## config.mk

```make
export PLATFORM = sky130hd
export DESIGN_NAME = luma_pipeline
export DESIGN_NICKNAME = d
export VERILOG_FILES = /design/src/rtl/colorspace_pkg.sv /design/src/rtl/luma_mac.sv /design/src/rtl/luma_pipeline.sv
export SDC_FILE = /design/constraint.sdc
export NUM_CORES = 1
export LEC_CHECK = 0
export BUFFER_PORTS_ARGS = -buffer_cell sky130_fd_sc_hd__clkbuf_2
export CORE_MARGIN = 5
export CORE_UTILIZATION = 35
export CTS_BUF_LIST = sky130_fd_sc_hd__clkbuf_8
export CTS_CLUSTER_SIZE = 25
export DETAILED_ROUTE_END_ITERATION = 7
export PLACE_DENSITY_LB_ADDON = 0.3
export SYNTH_ARGS = -nofsm -noshare
export SYNTH_HDL_FRONTEND = slang
export SYNTH_SLANG_ARGS = --single-unit
```

## constraint.sdc

```tcl
create_clock -name I_CLK -period 5.8 [get_ports I_CLK]
set_input_delay 1.45 -clock I_CLK [delete_from_list [all_inputs] [get_ports I_CLK]]
set_output_delay 1.45 -clock I_CLK [all_outputs]
set_load 0.005 [all_outputs]
```

## src/rtl/colorspace_pkg.sv

```systemverilog
// Shared colour-space definitions for the luma pipeline: mode encodings,
// reference coefficients and width helpers.
package colorspace_pkg;

    typedef enum logic [1:0] {
        MODE_BYPASS = 2'd0,
        MODE_601    = 2'd1,
        MODE_709    = 2'd2,
        MODE_CUSTOM = 2'd3
    } mode_e;

    // Reference coefficients are expressed with 8 fractional bits (sum = 256).
    localparam int COEF_REF_FRAC = 8;
    localparam int C601_R8 = 77;
    localparam int C601_G8 = 150;
    localparam int C601_B8 = 29;
    localparam int C709_R8 = 54;
    localparam int C709_G8 = 183;
    localparam int C709_B8 = 19;

    // Rescale a reference coefficient to another fractional precision, rounding to nearest.
    function automatic int scale_coef(input int c8, input int frac);
        if (frac >= COEF_REF_FRAC)
            return c8 << (frac - COEF_REF_FRAC);
        return (c8 + (1 << (COEF_REF_FRAC - frac - 1))) >> (COEF_REF_FRAC - frac);
    endfunction

    function automatic int prod_width(input int sd, input int cw);
        return sd + cw;
    endfunction

    function automatic int sum_width(input int sd, input int cw);
        return sd + cw + 2;
    endfunction

endpackage

```

## src/rtl/luma_mac.sv

```systemverilog
// One colour channel's registered multiply; loads a new product when I_EN is high.
module luma_mac #(
    parameter int P_SUBPIXEL_DEPTH = 8,
    parameter int P_COEF_WIDTH     = 10
) (
    input  logic                                   I_CLK,
    input  logic                                   I_RESET,
    input  logic                                   I_EN,
    input  logic [P_SUBPIXEL_DEPTH-1:0]            I_CH,
    input  logic [P_COEF_WIDTH-1:0]                I_COEF,
    output logic [P_SUBPIXEL_DEPTH+P_COEF_WIDTH-1:0] O_PRODUCT
);

    localparam int PW = P_SUBPIXEL_DEPTH + P_COEF_WIDTH;

    always_ff @(posedge I_CLK) begin
        if (I_RESET)
            O_PRODUCT <= '0;
        else if (I_EN)
            O_PRODUCT <= PW'(I_CH) * PW'(I_COEF);
    end

endmodule

```

## src/rtl/luma_pipeline.sv

```systemverilog
// Two-stage RGB-to-luma converter with selectable coefficients, rounding,
// saturation and valid/ready backpressure; luma is replicated onto R, G and B.
module luma_pipeline
    import colorspace_pkg::*;
#(
    parameter int P_SUBPIXEL_DEPTH = 8,
    parameter int P_COEF_FRAC      = 8,
    parameter int P_COEF_WIDTH     = 10
) (
    input  logic                          I_CLK,
    input  logic                          I_RESET,
    input  logic                          I_ENABLE,
    input  logic [1:0]                    I_MODE,
    input  logic [P_COEF_WIDTH-1:0]       I_COEF_R,
    input  logic [P_COEF_WIDTH-1:0]       I_COEF_G,
    input  logic [P_COEF_WIDTH-1:0]       I_COEF_B,
    input  logic                          I_VALID,
    input  logic [3*P_SUBPIXEL_DEPTH-1:0] I_PIXEL,
    output logic                          O_READY,
    output logic                          O_VALID,
    input  logic                          I_READY,
    output logic [3*P_SUBPIXEL_DEPTH-1:0] O_PIXEL
);

    localparam int SD    = P_SUBPIXEL_DEPTH;
    localparam int CW    = P_COEF_WIDTH;
    localparam int PW    = prod_width(SD, CW);
    localparam int SW    = sum_width(SD, CW);
    localparam int YW    = SW - P_COEF_FRAC;
    localparam int ROUND = 1 << (P_COEF_FRAC - 1);

    localparam logic [CW-1:0] K601_R = CW'(scale_coef(C601_R8, P_COEF_FRAC));
    localparam logic [CW-1:0] K601_G = CW'(scale_coef(C601_G8, P_COEF_FRAC));
    localparam logic [CW-1:0] K601_B = CW'(scale_coef(C601_B8, P_COEF_FRAC));
    localparam logic [CW-1:0] K709_R = CW'(scale_coef(C709_R8, P_COEF_FRAC));
    localparam logic [CW-1:0] K709_G = CW'(scale_coef(C709_G8, P_COEF_FRAC));
    localparam logic [CW-1:0] K709_B = CW'(scale_coef(C709_B8, P_COEF_FRAC));

    // Handshake: a pixel moves in when I_VALID & O_READY and out when O_VALID & I_READY.
    // The whole pipe shifts together on 'advance', so a stall holds both stages intact.
    logic advance;
    logic accept;
    assign advance = I_ENABLE & (~O_VALID | I_READY);
    assign O_READY = advance;
    assign accept  = I_VALID & advance;

    mode_e          in_mode;
    logic [CW-1:0]  coef_r, coef_g, coef_b;
    assign in_mode = mode_e'(I_MODE);

    always_comb begin
        coef_r = '0;
        coef_g = '0;
        coef_b = '0;
        case (in_mode)
            MODE_601:    begin coef_r = K601_R;   coef_g = K601_G;   coef_b = K601_B;   end
            MODE_709:    begin coef_r = K709_R;   coef_g = K709_G;   coef_b = K709_B;   end
            MODE_CUSTOM: begin coef_r = I_COEF_R; coef_g = I_COEF_G; coef_b = I_COEF_B; end
            default:     begin coef_r = '0;       coef_g = '0;       coef_b = '0;       end
        endcase
    end

    logic [PW-1:0] prod_r, prod_g, prod_b;

    luma_mac #(.P_SUBPIXEL_DEPTH(SD), .P_COEF_WIDTH(CW)) u_mac_r (
        .I_CLK(I_CLK), .I_RESET(I_RESET), .I_EN(accept),
        .I_CH(I_PIXEL[3*SD-1:2*SD]), .I_COEF(coef_r), .O_PRODUCT(prod_r));
    luma_mac #(.P_SUBPIXEL_DEPTH(SD), .P_COEF_WIDTH(CW)) u_mac_g (
        .I_CLK(I_CLK), .I_RESET(I_RESET), .I_EN(accept),
        .I_CH(I_PIXEL[2*SD-1:SD]), .I_COEF(coef_g), .O_PRODUCT(prod_g));
    luma_mac #(.P_SUBPIXEL_DEPTH(SD), .P_COEF_WIDTH(CW)) u_mac_b (
        .I_CLK(I_CLK), .I_RESET(I_RESET), .I_EN(accept),
        .I_CH(I_PIXEL[SD-1:0]), .I_COEF(coef_b), .O_PRODUCT(prod_b));

    logic             s1_valid;
    mode_e            s1_mode;
    logic [3*SD-1:0]  s1_pixel;

    always_ff @(posedge I_CLK) begin
        if (I_RESET) begin
            s1_valid <= 1'b0;
            s1_mode  <= MODE_BYPASS;
            s1_pixel <= '0;
        end else if (advance) begin
            s1_valid <= I_VALID;
            if (I_VALID) begin
                s1_mode  <= in_mode;
                s1_pixel <= I_PIXEL;
            end
        end
    end

    logic [SW-1:0] sum;
    logic [YW-1:0] y_full;
    logic [SD-1:0] y_sat;

    always_comb begin
        sum    = SW'(prod_r) + SW'(prod_g) + SW'(prod_b) + SW'(ROUND);
        y_full = sum[SW-1:P_COEF_FRAC];
        y_sat  = (|y_full[YW-1:SD]) ? {SD{1'b1}} : y_full[SD-1:0];
    end

    // Bubbles clear O_VALID but leave the last emitted pixel on O_PIXEL.
    always_ff @(posedge I_CLK) begin
        if (I_RESET) begin
            O_VALID <= 1'b0;
            O_PIXEL <= '0;
        end else if (advance) begin
            O_VALID <= s1_valid;
            if (s1_valid)
                O_PIXEL <= (s1_mode == MODE_BYPASS) ? s1_pixel : {3{y_sat}};
        end
    end

endmodule

```

==> flow_results.org, run 1 <==
** Status
- Status :: complete, no violations

** Logic synthesis
- Main synth FF type :: dfxtp_1
- Synth unique cells :: 56
- Synthesis-stage register bit count :: approximately 110
- In the synthesized netlist the async set-or-reset flop fraction comes to 0.
- Gate Count Post-Synth :: 1,539
- Number of nets in the synthesized netlist :: 1,908
- Fraction of the yosys area taken by sequential cells :: 0.1631
- In this run the mean area of a mapped cell was 8.453 um2.
- Number of warnings reported in the yosys synthesis log :: 0
- Cell Area, Synth :: 13,010 um2
- EDFF count, synth :: 0

** Power
- In this run the static leakage power is 7.591 nW.
- PnR Total Power :: 3.795 mW
- Max VDD drop :: roughly 170 uV
- Power spread over the standard cell area amounts to 251.2 nW/um2.

** Routing
- The detailed router placed 10,930 vias in this run.
- Signal routing reaches up to met4.
- Routed vias/inst :: 5.051
- Metal2 WL :: 16,690 um
- After detailed routing, the wire length on met1 is 16,780 um.
- Wire length after detailed routing :: 35,650 um
- Number of nets still failing antenna checks after routing :: 0
- Count of unresolved DRC violations after routing :: 0
- Routed len/inst :: around 16 um
- The detailed router finished its first iteration with approximately 560 violations.
- The first detailed-routing pass took 4 iterations.
- Detailed routing placed a total of 1425 um of wire on met3.

** Floorplan
- The initial utilization of the core area, before any placement, comes to 0.3553.
- In this run the horizontal extent of the chip is 202.8 um.
- The region available for standard cell placement spans between 30,000 and 40,000 um2.
- In this run the count of I/O pins placed on the die edge is 87.
- The die covers 41,120 um2.
- Die outline height :: 202.8 um
- Rows :: 70

** Layout
- The count of cells in the finished layout, fillers not included, comes to 2,163.
- Fill cell count :: 3,744
- Number of nets in the finished design :: slightly above 2,000
- Area growth, synth to finish :: 16.16%
- Across the whole layout, storage elements account for ~2100 um2.
- In the final layout, the multi-input gates occupy around 9900 um2.
- Diode insertion count for antenna repair :: 0
- Most frequent cells in the layout :: inv_1 (231), fa_1 (161), ha_1 (145)
- At the end of the flow the core is filled with cells to 0.4127.
- Fraction of layout instances using a drive strength above 1 :: 0.1617
- Most frequent standard cell in the layout excluding fill and tap cells :: inv_1

** Timing
- In the final timing run, aggregate negative setup slack is 0 ns.
- The max-slew violation count came to 0.
- In the finished design, the share of the clock period the worst path needs comes to 0.9794.
- The hold violation total from the final report was 0.
- At the pin with the least slew margin, the transition time is ~1.3 ns.
- Setup violations remaining at the end of the flow were counted as 0.
- Setup slack on the critical path of the routed design comes to 0.1195 ns.
- Setup clock skew after layout :: 0.01464 ns
- Max transition margin :: 0.1390
- Time the final worst path needs with I/O delays and setup :: around 5.7 ns
- Derived from the worst setup path, the maximum achievable clock frequency is 176.0 MHz.

** Clocking
- Maximum buffer depth of the clock tree :: 2
- Insertion delay to the later sink of the worst-skew pair :: 0.40 ns
- Clk Tree Root Cell :: clkbuf_8
- Counting the buffers created by CTS gives 9.
- After clock tree synthesis, the clock-pin slew on the worst setup and hold paths is 0.11 ns.
- Sinks on Clock Net :: 106
- TritonCTS built the clock tree.
- Hold repair after CTS inserted 0 buffers.
- Depth of the CTS H-tree :: 3

** Global routing
- The first global-routing pass estimated slightly below 60,000 um of wire.
- Largest net degree at the start of global routing :: 62
- The initial antenna violation count was 1.
- Across every metal layer, demand over resource in global routing totals 0.1737.
- The number of global-route vias before repair is 11,240.
- After global routing the overflow that remains totals 0.

** Place
- Detailed placement ended at an HPWL of 29,230 um.
- Counting tap cells, the placed design contains a total of ~2,100 instances.
- Port Buf Inserts :: 86
- Before CTS, the worst setup slack after placement is -0.5895 ns.
- The congestion estimate from routability-driven global placement came to 0.8356.

** Run
- Number of max-cap violations :: 0

** Worst setup path
- Type of the worst setup path :: input pin to flip-flop
- Reg2reg setup slack :: between 2 and 2.5 ns
- The worst setup path is launched from an input pin.
- The number of cells on the worst reg-to-reg path is 9.
- Crit Path Max Fanout :: 6
- Crit. End Element :: flip-flop
- For the worst setup path, the data arrival time is 5.99 ns.
- Worst endpoint required time :: roughly 6 ns

** Hold path
- The tightest min-delay check is of the flip-flop to flip-flop type.
- The worst hold path passes through 2 cells.
## registers in the layout, indices dropped and copies added, names as in the netlist
register,cells
O_VALID,1
s1_pixel,24
u_mac_b.O_PRODUCT,18
s1_valid,1
s1_mode,2
u_mac_r.O_PRODUCT,18
u_mac_g.O_PRODUCT,18
O_PIXEL,24
## layer usage
| layer | global-route usage | up-vias |
|---|---|---|
| li1 | - | 5373 |
| met1 | 0.2427 | 5336 |
| met2 | 0.2885 | 179 |
| met3 | 0.02492 | 38 |
| met4 | 0.03589 | 0 |
| met5 | 0 | - |
## synth_stat cells, drive strengths merged, types with 4 or more instances
library cell,count,share of area
a31oi,8,0.0038
or3,26,0.013
nand4,6,0.0029
or4,5,0.0029
clkbuf,77,0.022
and3,65,0.032
dfxtp,106,0.16
nor2b,12,0.0058
fa,161,0.25
xnor2,14,0.0094
or3b,4,0.0027
nor3,18,0.0069
and2,126,0.061
a211oi,18,0.011
a21boi,16,0.0092
nor2,40,0.012
ha,147,0.14
a21oi,93,0.038
xor2,8,0.0054
inv,231,0.067
o21ai,52,0.020
a21o,14,0.0081
o21a,13,0.0075
nand2,141,0.041
nand2b,5,0.0024
nor4,18,0.0087
nand3,69,0.027
o31ai,5,0.0029
## report_power, final
group / internal, mW / switching [mW] / total, mW
combinational: 1.17 / 1.30 / 2.47
clock: 0.160 / 0.288 / 0.448
sequential: 0.810 / 0.0683 / 0.879
## kinds of logic after synthesis
kind of cell | count (synthesis) | share of synthesized area
fa+ha+maj | 308 | 0.3892
buf+inv | 309 | 0.08916
compound gates | 249 | 0.1221
xor+xnor | 22 | 0.01481
flops | 106 | 0.1631
simple gates | 545 | 0.2217
## worst max-delay path, cell delays in order
cell and delay [ns]:
clkbuf_2 0.12, or2_2 0.34, buf_6 0.15, o21a_2 0.17, nand2_1 0.11, fa_1 0.43
fa_1 0.49, inv_1 0.05, fa_1 0.47, inv_1 0.05, fa_1 0.47, inv_1 0.04
ha_1 0.19, or3_1 0.38, o221ai_1 0.17, buf_4 0.16, a21boi_1 0.07, or3_1 0.38
a311oi_2 0.27
## per-stage QoR
step / hold slack, ns / area, um2
global placement: 0.4393 / 14760
global route: 0.4698 / 15110
finish: 0.4594 / 15110
detailed placement: 0.4450 / 14760
CTS: 0.4590 / 14950
floorplan: 0.4311 / 13020
## what timing repair did
item / 4_1_cts / 5_1_grt
setup endpoints to repair: 2 / 11
setup buffers: 0 / 2
resized for setup: 3 / 29
pin swaps: 0 / 11
## final cells by class
cell class / instances / area share
clock buffer: 9 / 0.008197
clock inverter: 7 / 0.003560
inverter: 231 / 0.05738
multi-input combinational: 1124 / 0.6555
sequential: 106 / 0.1404
tap: 468 / 0.03875
timing repair buffer: 218 / 0.09613
## path summary, 6_finish.rpt
path	start	end
worst max-delay path	I_MODE[1]	u_mac_b.O_PRODUCT[17]
worst min-delay path	s1_mode[1]	s1_mode[1]
worst max register to register	u_mac_r.O_PRODUCT[11]	O_PIXEL[7]
worst min register to register	s1_mode[1]	s1_mode[1]
No activity file was read; power rests on OpenSTA's default activity.
==> run 2, diff against run 1 <==
- CELL_PAD_IN_SITES_DETAIL_PLACEMENT: not set -> 2
- CELL_PAD_IN_SITES_GLOBAL_PLACEMENT: not set -> 2
==> run 2 against run 1 <==
  * Sequential cell count is the same
  * Largest cell class unchanged
  * Clock skew down 0.0026 ns
  * Via count rose by 5.5%
  * Die area stayed put
==> flow_results.org, run 2 (synthesized netlist as in run 1, its figures left out) <==
** Timing
- Time the final worst path needs with I/O delays and setup :: 5.753 ns (+0.07240 ns)
- Peak clock frequency supported by timing :: 173.8 MHz (-1.3%)
- Unrepaired setup endpoints after global routing :: yes
- Pin slew with the least headroom to its limit :: 1.237 ns (-0.05333 ns)
- The hold violation total from the final report is 0 (unchanged).
- The max-slew violation count was 0 (unchanged).
- Number of setup violations in the final report :: 0 (unchanged)
- Max transition margin :: 0.1746 (+0.03557)
- The clock skew came to 0.01201 ns (-0.002627 ns).
- The share of the clock period used by the worst path was 0.9919 (+0.01248).

** Global routing
- First-pass GRT wire length :: 71,850 um (+23%)
- The number of global-route vias before repair was 13,240 (+18%).
- The total global routing overflow was 0 (unchanged).
- The maximum number of pins on one net before global-route repair was 69 (+11%).
- The total global-route track usage is 0.2174 (+0.04370).
- Antenna violations before repair :: 0 (-1)

** Clocking
- Clk Tree Root Cell :: clkbuf_8
- Hold bufs inserted after CTS :: 0 (unchanged)
- The CTS sink count came to 106 (unchanged).
- The clock input transition at the sequential cells of the worst setup and hold paths was 0.11 ns (about the same).
- The number of levels the H-tree was split into is 3 (unchanged).
- Number of buffers added by the clock tree synthesis step :: 9 (unchanged)
- Insertion delay to the later sink of the worst-skew pair :: 0.39 ns (about the same)
- CTS tree :: built
- Maximum buffer depth of the clock tree :: 2 (unchanged)

** Floorplan
- The height of the die was 202.8 um (unchanged).
- The placement row count is 70 (unchanged).
- The die area was 41,120 um2 (unchanged).
- Core Box Area :: 36,610 um2 (unchanged)
- Number of ports placed on the die boundary :: 87 (unchanged)
- Initial standard-cell utilization of the core :: 0.3553 (unchanged)
- X dimension of the die :: 202.8 um (unchanged)

** Power
- The worst ir drop on vdd was 122.2 uV (-30%).
- Switching Power :: 1.833 mW (+11%)
- The share of power burned in combinational logic came to 0.659 (+0.009).
- Fraction of power consumed by sequential logic :: 0.215 (-0.016)
- Leakage component of the power :: 7.637 nW (+0.61%)
- Internal power of the cells :: 2.265 mW (+5.8%)
- Part of the total power dissipated in the clock network :: 0.126 (+0.008)
- Cell area power density :: 269.1 nW/um2 (+7.2%)
- Sw Ratio :: 0.4473 (+0.01127)

** Place
- Cell count after placement :: 2,142 (-0.19%)
- Cell area reported after detailed placement :: 14,750 um2 (-0.12%)
- The quantity of I/O buffers inserted on ports came to 86 (unchanged).
- The final weighted congestion in routability-driven placement is 0.8153 (-2.4%).
- Half-perimeter wire length after detailed placement :: 36,840 um (+26%)

** Worst setup path
- The worst setup path is launched from an input pin.
- Type of the worst setup path :: input pin to flip-flop
- The maximum fanout count along the critical path was 11 (+5).
- Crit. End Element :: flip-flop
- The required time at the endpoint of the critical path came to 6.13 ns (+0.02 ns).
- Arrival time worst endpoint :: 6.09 ns (+0.10 ns)

** Routing
- Count of unresolved DRC violations after routing :: 0 (unchanged)
- The sum of routed wire length over all layers is 45,480 um (+28%).
- Routed len/inst :: 21.02 um (+28%)
- The first-pass iteration count of the detailed router is 4 (unchanged).
- Routed vias/inst :: 5.327 (+5.5%)
- The DRC violation total after the first TritonRoute iteration was 427 (-23%).
- Number of nets still failing antenna checks after routing :: 0 (unchanged)
- The total number of vias came to 11,520 (+5.5%).

** Status
- The run finished with clean final reports.

** Layout
- Summed area of non-filler cells in the final layout :: 15,230 um2 (+0.79%)
- Area growth, synth to finish :: 17.07%
- In the final layout, the registers with the most flip-flops are O_PIXEL (24), s1_pixel (24).
- Diode insertion count for antenna repair :: 0 (unchanged)
- The utilization after layout came to 0.4160 (+0.003247).
- The post-layout net count came to 2,061 (+0.097%).
- The number of non-filler instances in the completed layout came to 2,163 (unchanged).
- Most frequent cells in the layout :: inv_1 (227), fa_1 (161), ha_1 (144)
- The fraction of final layout cells with drive strength greater than 1 is 0.1664 (+0.004720).
- Most frequent standard cell in the layout excluding fill and tap cells :: inv_1

** Run
- Number of max-cap violations :: 0 (unchanged)

** Hold path
- Worst hold path type :: flip-flop to flip-flop
run 2: changes by cell type in the layout (fill, tap and decap cells not counted), sizes merged:
cell,before,now
buf,133,137
bufinv,0,2
clkbuf,94,92
clkinvlp,2,0
clkinv,3,2
inv,233,232
run 2: power groups by stage:
stage               Combinational (mW)  Clock [mW]  Sequential (mW)
detailed placement                2.54           0            0.901
global route                      3.02       0.551            0.893
floorplan                         1.55           0            0.873
CTS                               2.60       0.526            0.884
global placement                  2.36           0            0.896
finish                            2.70       0.516            0.882
run 2: repair_timing:
action,4_1_cts,5_1_grt
setup endpoints to repair,14,18
pin swaps,3,15
gates resized for setup,18,37
buffers inserted,0,7
cloned,0,0
run 2: worst paths after layout:
path,start,endpoint,slack (ns),cells past startpoint
min,s1_mode[1],s1_mode[1],0.46,2
max reg2reg,u_mac_r.O_PRODUCT[6],O_PIXEL[23],2.17,9
max,I_MODE[1],u_mac_g.O_PRODUCT[16],0.05,20
min reg2reg,s1_mode[1],s1_mode[1],0.46,2
run 2: metal layers:
| metal | up-vias | track usage | routed length, um |
|---|---|---|---|
| met3 | 34 | 0.02140 | 1170 |
| met4 | 0 | 0.04753 | 681 |
| met5 | - | 0 | 0 |
| met1 | 5985 | 0.2866 | 20640 |
| met2 | 138 | 0.3876 | 22980 |
| li1 | 5365 | - | - |
run 2: per-stage QoR:
stage          power, mW  TNS [ns]  setup WS [ns]  hold slack [ns]
6_report           4.098         0        0.04708           0.4630
5_1_grt            4.463   -0.2431        -0.1032           0.4864
4_1_cts            4.007         0       0.001976           0.4654
3_5_place_dp       3.440    -10.48        -0.6152           0.4520
3_3_place_gp       3.257    -5.558        -0.4226           0.4385
2_1_floorplan      2.421  -0.04719       -0.03827           0.4311
run 2: layout make-up:
cell class | count | area (um2)
clock buffers | 9 | 123.9
clock inverters | 5 | 78.83
fillers | 4125 | 21380
inverters | 231 | 867.1
multi-input cells | 1124 | 9927
flip-flops and latches | 106 | 2122
well taps | 468 | 585.6
repair buffers | 220 | 1525
run 2: worst max-delay path, stage by stage:
cell and delay (ns):
buf_12 0.11, buf_8 0.16, a21boi_2 0.19, buf_12 0.14, and2_1 0.16, fa_1 0.56
inv_2 0.04, fa_1 0.52, inv_2 0.04, fa_1 0.51, inv_2 0.05, fa_1 0.55
inv_2 0.05, ha_4 0.28, nand3_4 0.07, a2bb2oi_4 0.16, a211oi_4 0.23, o2111ai_2 0.13
or4_1 0.56, nand3_1 0.11
